--- src/rtl/ex_mem_stage.sv ---
// ex_mem_stage: EX stage ALU with an iterative 32-step shift-add multiplier,
// feeding the EX/MEM pipeline register.
//
// Ports
//   clk_i, rst_i       clock, synchronous active-high reset
//   flush_i            squash the current EX instruction (loads a bubble)
//   val1_i, val2_i     ALU operands
//   ALUCtrl_i          0010 add, 0110 sub, 0000 and, 0001 or, 0011 mul
//   store_data_i, rd_addr_i, Mem_i, WB_i   control/data passed to MEM
//   alu_result_o, zero_o                   registered result and (result == 0)
//   store_data_o, rd_addr_o, Mem_o, WB_o   registered copies of the inputs
//   stall_o            combinational; upstream holds its inputs while high
//
// state    | meaning
// ---------+-----------------------------------------------------------
// IDLE     | single-cycle ops complete here; a mul starts from here
// MUL_BUSY | one shift-add step per edge, step_cnt = steps already done
module ex_mem_stage (
    input  logic        clk_i,
    input  logic        rst_i,
    input  logic        flush_i,
    input  logic [31:0] val1_i,
    input  logic [31:0] val2_i,
    input  logic [3:0]  ALUCtrl_i,
    input  logic [31:0] store_data_i,
    input  logic [4:0]  rd_addr_i,
    input  logic [1:0]  Mem_i,
    input  logic        WB_i,
    output logic [31:0] alu_result_o,
    output logic        zero_o,
    output logic [31:0] store_data_o,
    output logic [4:0]  rd_addr_o,
    output logic [1:0]  Mem_o,
    output logic        WB_o,
    output logic        stall_o
);

    localparam logic [3:0] OP_ADD = 4'b0010;
    localparam logic [3:0] OP_SUB = 4'b0110;
    localparam logic [3:0] OP_AND = 4'b0000;
    localparam logic [3:0] OP_OR  = 4'b0001;
    localparam logic [3:0] OP_MUL = 4'b0011;

    typedef enum logic {IDLE, MUL_BUSY} state_t;

    state_t      state;
    logic [4:0]  step_cnt;
    logic [31:0] mcand;
    logic [31:0] mplier;
    logic [31:0] acc;

    logic [31:0] alu_res;
    logic [31:0] acc_next;
    logic        is_mul;

    assign is_mul = (ALUCtrl_i == OP_MUL);

    always_comb begin
        alu_res = 32'd0;
        case (ALUCtrl_i)
            OP_ADD:  alu_res = val1_i + val2_i;
            OP_SUB:  alu_res = val1_i - val2_i;
            OP_AND:  alu_res = val1_i & val2_i;
            OP_OR:   alu_res = val1_i | val2_i;
            default: alu_res = 32'd0;
        endcase
    end

    // Accumulator value after this step; on the last step it is the product.
    assign acc_next = mplier[0] ? (acc + mcand) : acc;

    // Flush and reset both end any mul this cycle, so the stall drops with them.
    assign stall_o = !rst_i && !flush_i &&
                     ((state == MUL_BUSY) || (state == IDLE && is_mul));

    always_ff @(posedge clk_i) begin
        if (rst_i) begin
            state        <= IDLE;
            step_cnt     <= 5'd0;
            mcand        <= 32'd0;
            mplier       <= 32'd0;
            acc          <= 32'd0;
            alu_result_o <= 32'd0;
            zero_o       <= 1'b0;
            store_data_o <= 32'd0;
            rd_addr_o    <= 5'd0;
            Mem_o        <= 2'b00;
            WB_o         <= 1'b0;
        end else if (flush_i) begin
            state        <= IDLE;
            step_cnt     <= 5'd0;
            alu_result_o <= 32'd0;
            zero_o       <= 1'b0;
            store_data_o <= 32'd0;
            rd_addr_o    <= 5'd0;
            Mem_o        <= 2'b00;
            WB_o         <= 1'b0;
        end else begin
            case (state)
                IDLE: begin
                    if (is_mul) begin
                        mcand        <= val1_i;
                        mplier       <= val2_i;
                        acc          <= 32'd0;
                        step_cnt     <= 5'd0;
                        state        <= MUL_BUSY;
                        alu_result_o <= 32'd0;
                        zero_o       <= 1'b0;
                        store_data_o <= 32'd0;
                        rd_addr_o    <= 5'd0;
                        Mem_o        <= 2'b00;
                        WB_o         <= 1'b0;
                    end else begin
                        alu_result_o <= alu_res;
                        zero_o       <= (alu_res == 32'd0);
                        store_data_o <= store_data_i;
                        rd_addr_o    <= rd_addr_i;
                        Mem_o        <= Mem_i;
                        WB_o         <= WB_i;
                    end
                end
                MUL_BUSY: begin
                    acc      <= acc_next;
                    mcand    <= {mcand[30:0], 1'b0};
                    mplier   <= {1'b0, mplier[31:1]};
                    step_cnt <= step_cnt + 5'd1;
                    if (step_cnt == 5'd31) begin
                        // Control fields come from the inputs upstream held
                        // for the whole stall.
                        state        <= IDLE;
                        step_cnt     <= 5'd0;
                        alu_result_o <= acc_next;
                        zero_o       <= (acc_next == 32'd0);
                        store_data_o <= store_data_i;
                        rd_addr_o    <= rd_addr_i;
                        Mem_o        <= Mem_i;
                        WB_o         <= WB_i;
                    end else begin
                        alu_result_o <= 32'd0;
                        zero_o       <= 1'b0;
                        store_data_o <= 32'd0;
                        rd_addr_o    <= 5'd0;
                        Mem_o        <= 2'b00;
                        WB_o         <= 1'b0;
                    end
                end
                default: begin
                    state    <= IDLE;
                    step_cnt <= 5'd0;
                end
            endcase
        end
    end

endmodule

--- config.mk ---
export PLATFORM = sky130hd
export DESIGN_NAME = ex_mem_stage
export DESIGN_NICKNAME = d
export VERILOG_FILES = /design/src/rtl/ex_mem_stage.sv
export SDC_FILE = /design/constraint.sdc
export NUM_CORES = 1
export LEC_CHECK = 0
export BUFFER_PORTS_ARGS = -buffer_cell sky130_fd_sc_hd__buf_2
export CORE_MARGIN = 8
export CORE_UTILIZATION = 50
export CTS_CLUSTER_SIZE = 20
export DETAILED_ROUTE_END_ITERATION = 8
export GPL_TIMING_DRIVEN = 0
export PLACE_DENSITY = 0.79
export SYNTH_ARGS = -nofsm -noshare
export SYNTH_HDL_FRONTEND = slang
export SYNTH_SLANG_ARGS = --single-unit
--- constraint.sdc ---
create_clock -name clk_i -period 6 [get_ports clk_i]
set_input_delay 1.2 -clock clk_i [delete_from_list [all_inputs] [get_ports clk_i]]
set_output_delay 1.2 -clock clk_i [all_outputs]
set_load 0.01 [all_outputs]
## Word-level counts from Yosys, hierarchy flattened

Cells that the tools add are included.

| operators by class | value |
|---|---|
| $add $sub $neg | 4 |
| equality and inequality tests | 6 |
| multiplexer cells | 32 |
| bitwise gates (word level) | 4 |
| reduce and logical (&&, ||, !) cells | 11 |

Operators with widths:

| kind | number |
|---|---|
| 32-bit case mux with 2 select lines | 5 |
| 32-bit two-way mux | 8 |
| 32-bit case mux with 4 select lines | 1 |
| 32-bit adder | 2 |
| 32-bit zero test | 2 |
| 32-bit bitwise AND | 1 |
| 32-bit OR | 1 |
| 32-bit subtractor | 1 |
| 5-bit two-way mux | 4 |
| 5-bit case mux with 2 select lines | 2 |
| 4-bit by 2-bit == test with 1-bit output, second input constant | 2 |
| 1-bit two-way mux | 6 |
| 1-bit case mux with 2 select lines | 3 |
| 5-bit by 1-bit adder with 5-bit output, second input constant | 1 |
| 5-bit == test, second input constant | 1 |
| 4-bit by 1-bit == test with 1-bit output, second input constant | 1 |
| 4-bit by 3-bit == test with 1-bit output, second input constant | 1 |
| 4-bit zero test | 1 |
| 2-bit two-way mux | 2 |
| 2-bit case mux with 2 select lines | 1 |
| 1-bit logical AND | 3 |
| 1-bit zero test | 2 |
| 2-bit != test, second input constant | 1 |
| 1-bit NOT | 2 |
| 3 further kinds | 3 |

| storage, ports and cells | value |
|---|---|
| flip-flop bits (word level) | 175 |
| input port bits | 111 |
| output and inout port bits | 74 |
| word-level logic and storage cells | 68 |

## Logic depth before layout (Yosys ltp)

Gate-level depths: netlist of the first run.

| logic depth | value |
|---|---|
| depth after elaboration | 5 |
| mapped depth | 21 |
| mapped depth without buffers | 19 |

## Worst setup path after synthesis of the first run

No wires, ideal clock.

| path | value |
|---|---|
| path type | input port to flip-flop |
| start point | input val2_i[3] |
| end point | register zero_o |
| setup time | 0.069 ns |
| data arrival time | 5.053 ns |
| data required time | 5.931 ns |
| setup slack | 0.878 ns |
| stages | 19 |
| path buffers | 2 |
| cells stage by stage | clkbuf_1 -> or4_1 -> nor4_1 -> nand2b_1 -> o41ai_1 -> xor2_1 -> ha_1 -> clkbuf_1 -> and4_1 -> nand3_1 -> nor3_1 -> o21ai_0 -> a21oi_1 -> a211oi_1 -> o31ai_1 -> xnor2_1 -> a22oi_1 -> nand4b_1 -> o21ai_1 |

| between the ends | value |
|---|---|
| longest elaborated chain between the ends | 5 |
| elaborated cells on any way between the ends | 8 |
| those cells by class | add/sub (2); mux (3); bitwise (2); reduce/logical (1) |

RTL lines:

| element | RTL line | text |
|---|---|---|
| start, declared | 23 | `input logic [31:0] val2_i,` |
| 32-bit subtractor, or another cell as far along | 62 | `OP_SUB: alu_res = val1_i - val2_i;` |
| 32-bit case mux with 4 select lines * | 60 | `case (ALUCtrl_i)` |
| 32-bit zero test * | 115 | `zero_o <= (alu_res == 32'd0);` |
| 1-bit two-way mux * | 101 | `if (is_mul) begin` |
| 1-bit case mux with 2 select lines * | 99 | `case (state)` |
| end signal, assigned | 115 |  |
| end signal, assigned | 133 | `zero_o <= (acc_next == 32'd0);` |
| end, declared | 30 | `output logic zero_o,` |

Every way passes the cells marked *; elsewhere a longest branch is shown, timed or not.
A chain may end at the register's enable or synchronous reset.

## Worst setup path in the final report of the first run

| path | value |
|---|---|
| start point | input ALUCtrl_i[0] |
| end point | register zero_o |

| between the ends | value |
|---|---|
| longest elaborated chain between the ends | 5 |
| elaborated cells on any way between the ends | 9 |
| those cells by class | eq/ne (4); mux (3); reduce/logical (2) |

RTL lines:

| element | RTL line | text |
|---|---|---|
| start, declared | 24 | `input logic [3:0] ALUCtrl_i,` |
| 4-bit by 1-bit == test with 1-bit output, or another cell as far along | 60 |  |
| 32-bit case mux with 4 select lines | 60 |  |
| 32-bit zero test | 115 |  |
| 1-bit two-way mux * | 101 |  |
| 1-bit case mux with 2 select lines * | 99 |  |

Marks and branches as above.

==> flow_metrics.py, run 1 <==
metrics = {
    "logic_synthesis": {
        "syn_nets": 1570,
        "yosysTopAreaCell": "dfxtp_1",
        "syn-instance-count": 1390,
        "syn_area_um2": 11500,
        "synth_ff_type": "dfxtp_1",
        "synth.distinct_cells": 79,
        "yosys_register_bits": 175,
        "async_reset_ff_share_pct": 0,
        "netlist.area_leader.share_pct": 30.4,
        "yosysSeqAreaShare_pct": 30.4,
        "synth_area_leaders": "dfxtp_1, ha_1, mux2i_1, a211oi_1, nor2_1",
        "synth_area_per_cell_um2": 8.29,
        "synth_edf_count": 0,
        "ys_warn_count": 0,
    },
    "cells_and_area": {
        "final_nets": 1765,
        "layout_commonest_cell": "buf_2",
        "finalInstanceArea_um2": 13300,
        "multi_input_area_um2": 7640,
        "seq_area_um2": 3500,
        "n_antenna_cell": 0,
        "final.fill_count": 2054,
        "syn2layout_area_growth_pct": 15.8,
        "most-common-layout-cells": "buf_2, dfxtp_1, nor2_1",
        "drive_gt1_share_pct": 15.3,
    },
    "route": {
        "drt_iter0_markers": 1296,
        "routed_wl_mm": 39.0,
        "num_vias": 11666,
        "ant_nets": 0,
        "vias_per_cell": 6.20,
        "avgRoutedWirePerCell_um": 20.7,
        "drc": 0,
        "dr.pass1.iters": 6,
    },
    "placement": {
        "post-dp-hpwl_mm": 31.1,
        "gp_congestion": 0.979,
        "portBuffers": 178,
        "post_dp_cell_area_um2": 12800,
    },
    "critical_path": {
        "path_class": "primary input to flip-flop",
        "critPathRequiredTime_ns": 6.37,
        "crit_arrival_ns": 6.15,
        "setup.worst_path.start_class": "primary input",
        "endpoint_kind": "flip-flop",
        "critPathMaxFanout": 10,
    },
    "job": {
        "maxCapViolations": 0,
    },
    "global_route": {
        "grt_usage_pct": 26.7,
        "grt_max_degree": 17,
        "antenna_found_initial": 0,
        "grt_pass1_vias": 11024,
        "grt_overflow": 0,
        "grt_pass1_wl_mm": 60.3,
    },
    "pwr": {
        "power_leakage_nw": 5.39,
        "ir_drop_v": 0.000201,
        "p_per_area_nw_per_um2": 212,
    },
    "floorplanning": {
        "rows": 55,
        "pin_count": 185,
        "start_util_pct": 50.9,
        "die_w_um": 168,
        "core_um2": 22600,
        "chipHeight_um": 168,
        "fp.dieArea_um2": 28200,
    },
    "sta": {
        "final_hold_viol_count": 0,
        "finalSetupViolations": 0,
        "maxSlewHeadroom_pct": 12.6,
        "post-route-min-period_ns": 5.78,
        "report.final.slew_viol_count": 0,
        "rsz0062_at_grt": "no",
        "clock_skew_ns": 0.00641,
        "timing.fmax_ghz": 0.173,
        "setup_tns_ns": 0,
        "whs_ns": 0.459,
        "period_share_pct": 96.3,
        "worst_pin_slew_ns": 1.30,
    },
    "clocking": {
        "path_clk_slew_ns": 0.07,
        "root_buffer": "clkbuf_16",
        "cts_max_level": 4,
        "clk_latency_ns": 0.44,
        "cts_tree": "done",
        "clock-sinks": 175,
        "clockBufferDepth": 2,
        "cts_buffers": 17,
    },
    "run_status": {
        "outcome": "finished clean",
    },
    "min_path": {
        "hold_class": "flip-flop to flip-flop",
    },
}
==> cell type report <==
class / instances / area share [%]
inverters: 25 / 0.703
plain buffers: 81 / 2.31
repair buffers: 178 / 6.68
well taps: 285 / 2.67
multi-input cells: 1107 / 57.3
flip-flops and latches: 175 / 26.3
clock buffers: 19 / 3.32
clock inverters: 12 / 0.816
==> where the power goes <==
group	switching (mW)	internal, mW
Combinational	0.355	0.212
Sequential	0.0152	1.19
Clock	0.509	0.550
==> cell usage after synthesis (4+ instances only) <==
library cell / instances
dfxtp_1: 175
nor2_1: 126
nand2_1: 124
o21ai_0: 86
a21oi_1: 84
mux2i_1: 77
a211oi_1: 74
clkbuf_1: 73
ha_1: 67
and2_1: 49
xnor2_1: 37
nor3_1: 31
xor2_1: 31
inv_1: 25
maj3_1: 25
a21o_1: 22
nand3_1: 19
o31ai_1: 18
o21a_1: 17
a22o_1: 16
nand4_1: 14
o22ai_1: 12
a31oi_1: 10
and3_1: 10
buf_1: 10
a22oi_1: 9
o21bai_1: 9
mux2_2: 8
nor4_1: 8
o211ai_1: 8
o41ai_1: 7
or3_1: 7
and4_1: 6
nor2b_1: 6
nor3b_1: 6
nand2b_1: 5
o2111ai_1: 5
a221oi_1: 4
o2bb2ai_1: 4
or2_2: 4
or4_1: 4
==> metrics by stage <==
stage	instances	util (%)	power [mW]	setup slack, ns
5_1_grt	1882	58.9	2.94	0.0140
2_1_floorplan	1390	-	1.59	0.878
6_report	1882	58.9	2.83	0.220
4_1_cts	1884	58.9	2.82	0.0557
3_5_place_dp	1853	56.4	1.78	-0.927
3_3_place_gp	1853	56.4	1.77	-0.909
==> flip-flops by register name, summed over array words and instances, names as in the netlist <==
signal and flops:
mcand 32, step_cnt 5, alu_result_o 32, rd_addr_o 5
state 1, Mem_o 2, acc 32, zero_o 1
WB_o 1, mplier 32, store_data_o 32
==> metal layers <==
metal | part of all wire [%] | wire length (um) | vias up | track usage, %
met5 | 0 | 0 | - | 0
met4 | 3.3 | 1290 | 0 | 10.2
met3 | 8.6 | 3370 | 91 | 4.77
met2 | 46 | 17800 | 555 | 43.2
met1 | 42 | 16600 | 5500 | 34.9
li1 | - | - | 5520 | -
==> cells by family (layout without fill, tap and decap cells) <==
| kind of cell | Yosys count | count (layout) | synth area share [%] |
|---|---|---|---|
| xor+xnor | 68 | 68 | 5.17 |
| mux | 85 | 85 | 7.47 |
| buf+inv | 108 | 315 | 3.52 |
| flops | 175 | 175 | 30.4 |
| simple gates | 436 | 436 | 18.5 |
| fa+ha+maj | 94 | 94 | 9.80 |
| compound gates | 424 | 424 | 25.1 |
==> repair_timing <==
item,in CTS,in global routing
resized for setup,5,6
buffers inserted,0,0
hold buffers,0,0
endpoints found under the setup margin,5,4
==> critical path, cell delays in order <==
cell      delay, ns
clkbuf_1       0.23
nor3b_2        0.38
clkbuf_2       0.35
and2_1         0.29
clkbuf_2       0.32
a21oi_1        0.09
xnor2_1        0.16
ha_1           0.33
a21oi_1        0.41
o21ai_0        0.18
a221o_1        0.31
a31oi_1        0.42
xnor2_1        0.12
a22oi_1        0.34
a21boi_0       0.22
nand4b_1       0.17
nor4_1         0.31
nand4b_1       0.14
o21ai_1        0.15
==> path summary, 6_finish.rpt <==
kind              cells after the start     endpoint         start  slack, ns
hold / removal                        1  step_cnt[3]   step_cnt[3]       0.46
setup / recovery                     19       zero_o  ALUCtrl_i[0]       0.22
setup reg to reg                     13       zero_o      mcand[0]       2.12
hold reg to reg                       1  step_cnt[3]   step_cnt[3]       0.46
Note: power is estimated with default switching activity, not from simulation.
==> run 2, diff against run 1 <==
- CELL_PAD_IN_SITES_DETAIL_PLACEMENT: default -> 0
- CELL_PAD_IN_SITES_GLOBAL_PLACEMENT: default -> 1
- CORE_UTILIZATION: 50 -> 43
- GPL_TIMING_DRIVEN: 0 -> default
- PLACE_DENSITY: 0.79 -> 0.88
==> flow_metrics.py, run 2 (synthesis gave the netlist of run 1 again) <==
metrics = {
    "cells_and_area": {
        "final.fill_count": 2561,
        "final_nets": 1707,
        "syn2layout_area_growth_pct": 15.6,
        "seq_area_um2": 3510,
        "multi_input_area_um2": 7630,
        "most-common-layout-cells": "buf_2, dfxtp_1, nand2_1, nor2_1, o21ai_0",
        "layout_commonest_cell": "buf_2",
        "drive_gt1_share_pct": 17.3,
    },
    "global_route": {
        "grt_pass1_wl_mm": 58.1,
        "grt_usage_pct": 22.0,
        "grt_use_met3_pct": 3.43,
        "grt_max_degree": 71,
        "grt_use_met2_pct": 34.9,
        "grt_pass1_vias": 10472,
        "grt_overflow": 0,
        "antenna_found_initial": 1,
        "use_met1_pct": 30.2,
        "busiest_layer": "met2",
    },
    "route": {
        "num_vias": 10986,
        "dr.pass1.iters": 5,
        "drc": 0,
        "drt_iter0_markers": 1053,
        "vias_per_cell": 5.83,
        "routed_wl_mm": 36.7,
        "avgRoutedWirePerCell_um": 19.5,
        "ant_nets": 0,
    },
    "sta": {
        "clock_skew_ns": 0.0102,
        "worst_pin_slew_ns": 1.17,
        "finalSetupViolations": 0,
        "maxSlewHeadroom_pct": 21.9,
        "setup_ws_ns": 0.698,
        "rsz0062_at_grt": "no",
        "report.final.slew_viol_count": 0,
        "post-route-min-period_ns": 5.30,
        "setup_tns_ns": 0,
        "period_share_pct": 88.4,
        "final_hold_viol_count": 0,
        "timing.fmax_ghz": 0.189,
    },
    "critical_path": {
        "r2r_setup_slack_ns": 2.13,
        "crit_arrival_ns": 5.67,
        "rr_startpoint": "mcand[0]",
        "crit_path_max_incr_delay_ns": 0.62,
        "path_class": "primary input to flip-flop",
        "endpoint_kind": "flip-flop",
        "critPathMaxFanout": 6,
        "cp_slowest_cell": "or4_1",
        "setup.worst_path.start_class": "primary input",
        "rr_endpoint": "zero_o",
        "critPathRequiredTime_ns": 6.37,
        "cp_cell_sequence": "buf_2, or4_1, nor4_1, nand2_1, o21ai_0, xor2_1, ha_1, a21oi_1, o21ai_0, a221o_1, a31oi_1, o221ai_1, xor2_1, o31ai_1, o2111ai_1, nor4_1, nand4b_1, o21ai_1",
        "rr_worst_depth": 13,
    },
    "clocking": {
        "cts_resized": 0,
        "cts_hold_buffers": 0,
        "clk_latency_ns": 0.44,
        "clockBufferDepth": 2,
        "postCtsSetupRepairBufs": 0,
        "path_clk_slew_ns": 0.07,
        "root_buffer": "clkbuf_16",
        "cts_max_level": 4,
        "clock-sinks": 175,
        "cts_tree": "done",
        "cts_buffers": 17,
    },
    "placement": {
        "post-dp-hpwl_mm": 28.7,
        "gp_congestion": 0.993,
        "portBuffers": 184,
        "dpl_worst_slack_ns": 0.316,
    },
    "job": {
        "maxCapViolations": 0,
    },
    "min_path": {
        "hold_class": "flip-flop to flip-flop",
        "hold_path_depth": 1,
        "holdPathEnd": "step_cnt[3]",
        "hold_path.startpoint": "step_cnt[3]",
    },
    "floorplanning": {
        "core_um2": 26700,
        "rows": 60,
        "fp.dieArea_um2": 32300,
        "pin_count": 185,
        "die_w_um": 180,
        "chipHeight_um": 180,
        "start_util_pct": 43.2,
    },
    "pwr": {
        "p_per_area_nw_per_um2": 217,
        "power_mw": 2.89,
        "clock_power_share_pct": 39.4,
        "ir_drop_v": 0.000167,
        "power_frac_comb_pct": 18.9,
        "seq_power_share_pct": 41.7,
        "power_leakage_nw": 5.43,
        "power.share.switching_pct": 31.0,
        "p_sw_uw": 896,
        "p_int_mw": 2.00,
    },
    "run_status": {
        "outcome": "finished clean",
    },
}
==> run 2: power by group through the flow <==
| stage | Sequential, mW | Clock (mW) | Combinational (mW) |
|---|---|---|---|
| after floorplan | 1.24 | 0 | 0.350 |
| after global placement | 1.23 | 0 | 0.533 |
| after detailed placement | 1.23 | 0 | 0.537 |
| after CTS | 1.21 | 1.15 | 0.540 |
| after global routing | 1.21 | 1.20 | 0.600 |
| final | 1.21 | 1.14 | 0.547 |
==> run 2: through the flow <==
step           hold WS, ns  instance area [um2]  instances  util, %
2_1_floorplan        0.414                11500       1390        -
3_3_place_gp         0.431                12700       1849     47.7
3_5_place_dp         0.434                12700       1849     47.7
4_1_cts              0.452                13300       1881     49.9
5_1_grt              0.468                13300       1882     49.9
6_report             0.452                13300       1883     50.0
==> run 2: critical path, delay by kind of cell <==
family,cells,cell delay [ns]
buf+inv,1,0.13
simple gates,5,1.59
xor+xnor,2,0.38
compound gates,9,2.06
fa+ha+maj,1,0.32
==> run 2: layout make-up <==
class                           instances  share of cell area [%]
Multi-Input combinational cell       1107                    57.3
Sequential cell                       175                    26.3
Timing Repair Buffer                  201                    7.88
Clock buffer                           20                    3.52
Tap cell                              341                    3.20
Clock inverter                         12                   0.977
Inverter                               25                   0.705
Antenna cell                            2                  0.0376
==> run 2: layer usage <==
metal	wire [um]	up-vias	share of wire [%]
met1	17000	5194	46
li1	-	5414	-
met3	2110	45	5.7
met2	16700	333	45
met4	873	0	2.4
met5	0	-	0
==> run 2: worst max-delay path by stage <==
stage	startpoint	to	slack, ns	cells after the start
floorplan	val2_i[3]	zero_o	0.88	19
global placement	val2_i[6]	zero_o	0.43	18
detailed placement	val2_i[6]	zero_o	0.32	18
CTS	val2_i[6]	zero_o	0.75	18
global route	val2_i[6]	zero_o	0.35	18
finish	val2_i[6]	zero_o	0.70	18
==> run 3, diff against run 2 <==
- ABC_AREA: default -> 1
- CORE_MARGIN: 8 -> 3
- CORE_UTILIZATION: 43 -> 40
- RECOVER_POWER: default -> 50
==> flow_metrics.py, run 3 <==
metrics = {
    "logic_synthesis": {
        "syn-instance-count": 2157,
        "yosys-top-cells-count": "nand2_1, inv_1, nor2_1",
        "synth_fa_ha_area_share_pct": 6.84,
        "synthMuxAreaShare_pct": 0,
        "yosysSeqAreaShare_pct": 27.3,
        "synth_edf_count": 0,
        "yosys_register_bits": 175,
        "synth_ff_type": "dfxtp_1",
        "yosys.area_share.simple_pct": 38.5,
        "syn_nets": 2337,
        "synth.distinct_cells": 43,
        "synth_area_per_cell_um2": 5.96,
        "synth_xor_area_share_pct": 2.32,
        "netlist.area_leader.share_pct": 27.3,
        "synth_compound_area_share_pct": 14.1,
        "synth_area_leaders": "dfxtp_1, nand2_1, inv_1, nor2_1, ha_1",
        "async_reset_ff_share_pct": 0,
        "ys_warn_count": 0,
        "synth.most_common_cell": "nand2_1",
        "synth_top_family_by_area": "simple AND/OR/NAND/NOR gates",
        "syn_area_um2": 12800,
        "yosysTopAreaCell": "dfxtp_1",
    },
    "floorplanning": {
        "fp.dieArea_um2": 34300,
        "pin_count": 185,
        "rows": 64,
        "chipHeight_um": 185,
        "core_um2": 31100,
        "start_util_pct": 41.2,
        "die_w_um": 185,
    },
    "critical_path": {
        "crit_path_start": "val2_i[0]",
        "cp_slowest_cell": "ha_1",
        "critPathMaxFanout": 6,
        "critPathRequiredTime_ns": 6.38,
        "r2r_setup_slack_ns": 2.78,
        "endpoint_kind": "flip-flop",
        "rr_endpoint": "alu_result_o[16]",
        "path_class": "primary input to flip-flop",
        "rr_startpoint": "state",
        "crit_arrival_ns": 5.06,
        "rr_worst_depth": 6,
        "setup.worst_path.start_class": "primary input",
        "crit_path_max_incr_delay_ns": 0.40,
    },
    "global_route": {
        "grt_overflow": 0,
        "antenna_found_initial": 1,
        "grt_pass1_vias": 13051,
        "grt_max_degree": 132,
        "grt_usage_pct": 26.1,
        "grt_pass1_wl_mm": 70.3,
    },
    "route": {
        "dr.pass1.iters": 6,
        "drc": 0,
        "ant_nets": 0,
        "vias_per_cell": 5.24,
        "avgRoutedWirePerCell_um": 16.9,
        "num_vias": 14206,
        "drt_iter0_markers": 1256,
        "routed_wl_mm": 45.7,
    },
    "clocking": {
        "postCtsSetupRepairBufs": 0,
        "cts_max_level": 4,
        "root_buffer": "clkbuf_16",
        "path_clk_slew_ns": 0.07,
        "cts_resized": 0,
        "clockBufferDepth": 2,
        "cts_hold_buffers": 0,
        "clock-sinks": 175,
        "cts_buffers": 17,
        "clk_latency_ns": 0.45,
        "cts_tree": "done",
    },
    "sta": {
        "finalSetupViolations": 0,
        "period_share_pct": 77.9,
        "whs_ns": 0.475,
        "report.final.slew_viol_count": 41,
        "timing.fmax_ghz": 0.214,
        "post-route-min-period_ns": 4.67,
        "worst_pin_slew_ns": 1.70,
        "setup_tns_ns": 0,
        "clock_skew_ns": 0.0104,
        "final_hold_viol_count": 0,
        "rsz0062_at_grt": "no",
        "maxSlewHeadroom_pct": -13.2,
    },
    "job": {
        "maxCapViolations": 1,
    },
    "min_path": {
        "holdPathEnd": "mplier[4]",
        "hold_path_depth": 2,
        "hold_class": "flip-flop to flip-flop",
        "hold_path.startpoint": "mplier[5]",
    },
    "run_status": {
        "outcome": "finished with violations",
        "violations": "max-capacitance violations, max-slew violations",
    },
    "cells_and_area": {
        "finalInstanceArea_um2": 14500,
        "final.fill_count": 3446,
        "layout_commonest_cell": "nand2_1",
        "finish.utilization_pct": 46.6,
        "drive_gt1_share_pct": 8.48,
        "final_nets": 2479,
        "multi_input_area_um2": 7930,
        "syn2layout_area_growth_pct": 13.1,
        "most-common-layout-cells": "nand2_1, inv_1, nor2_1",
        "seq_area_um2": 3500,
    },
    "placement": {
        "post-dp-hpwl_mm": 36.3,
        "post_dp_cell_area_um2": 14100,
        "portBuffers": 184,
        "gp_congestion": 0.917,
    },
    "pwr": {
        "ir_drop_v": 0.000196,
        "power_leakage_nw": 7.39,
        "p_per_area_nw_per_um2": 203,
    },
}
-- run 3: cell count changes after synthesis, moves of 23 or more --
cell and change:
a211oi_1 -73, a31oi_1 +79, and2_1 -45, clkbuf_1 -23, inv_1 +265, maj3_1 -25, mux2i_1 -77, nand2_1 +546
nand3_1 +146, nor2_1 +121, o21ai_0 +52, xnor2_1 -35
-- run 3: worst max-delay path by stage --
stage,to,slack (ns),depth (start not counted)
2_1_floorplan,zero_o,1.87,26
3_3_place_gp,zero_o,0.85,30
3_5_place_dp,zero_o,0.87,30
4_1_cts,zero_o,1.33,30
5_1_grt,zero_o,0.86,30
6_report,zero_o,1.33,30
-- run 3: kinds of logic after synthesis --
kind of cell,after synthesis
AOI/OAI and AO/OA,326
xor gates and xnor gates,34
adders and majority gates,69
buffers and inverters,368
DFF,175
and+or+nand+nor,1185
-- run 3: final cells by class --
class	count	area share (%)
flip-flops and latches	175	24.1
repair buffers	193	6.11
clock inverters	12	0.999
multi-input cells	1614	54.6
diodes	1	0.0172
inverters	298	7.70
clock buffers	20	3.07
well taps	396	3.41
-- run 3: routing by layer --
layer | global-route usage (%) | share of wire, % | wire length (um)
met1 | 34.9 | 45 | 20500
met2 | 44.0 | 48 | 21700
met3 | 3.00 | 4.8 | 2200
met4 | 8.22 | 2.7 | 1240
met5 | 0 | 0 | 0
-- run 3: per-stage QoR --
stage                     cells  worst slack, ns  power (mW)
final                      2709             1.33        2.95
after CTS                  2708             1.33        2.96
after floorplan            2157             1.87        1.61
after detailed placement   2676            0.868        1.82
after global routing       2709            0.864        3.09
after global placement     2676            0.846        1.82
-- run 3: power breakdown --
part / switching, mW / internal (mW) / leakage (nW)
registers: 0.0142 / 1.19 / 1.42
logic: 0.404 / 0.190 / 5.68
clock network: 0.544 / 0.603 / 0.286
-- run 3: critical path: cells and delay by family --
family	cells	cell delay, ns
XOR/XNOR	1	0.19
adder cells (fa/ha/maj)	2	0.60
AND/OR/NAND/NOR	24	2.73
buffers and inverters	3	0.35
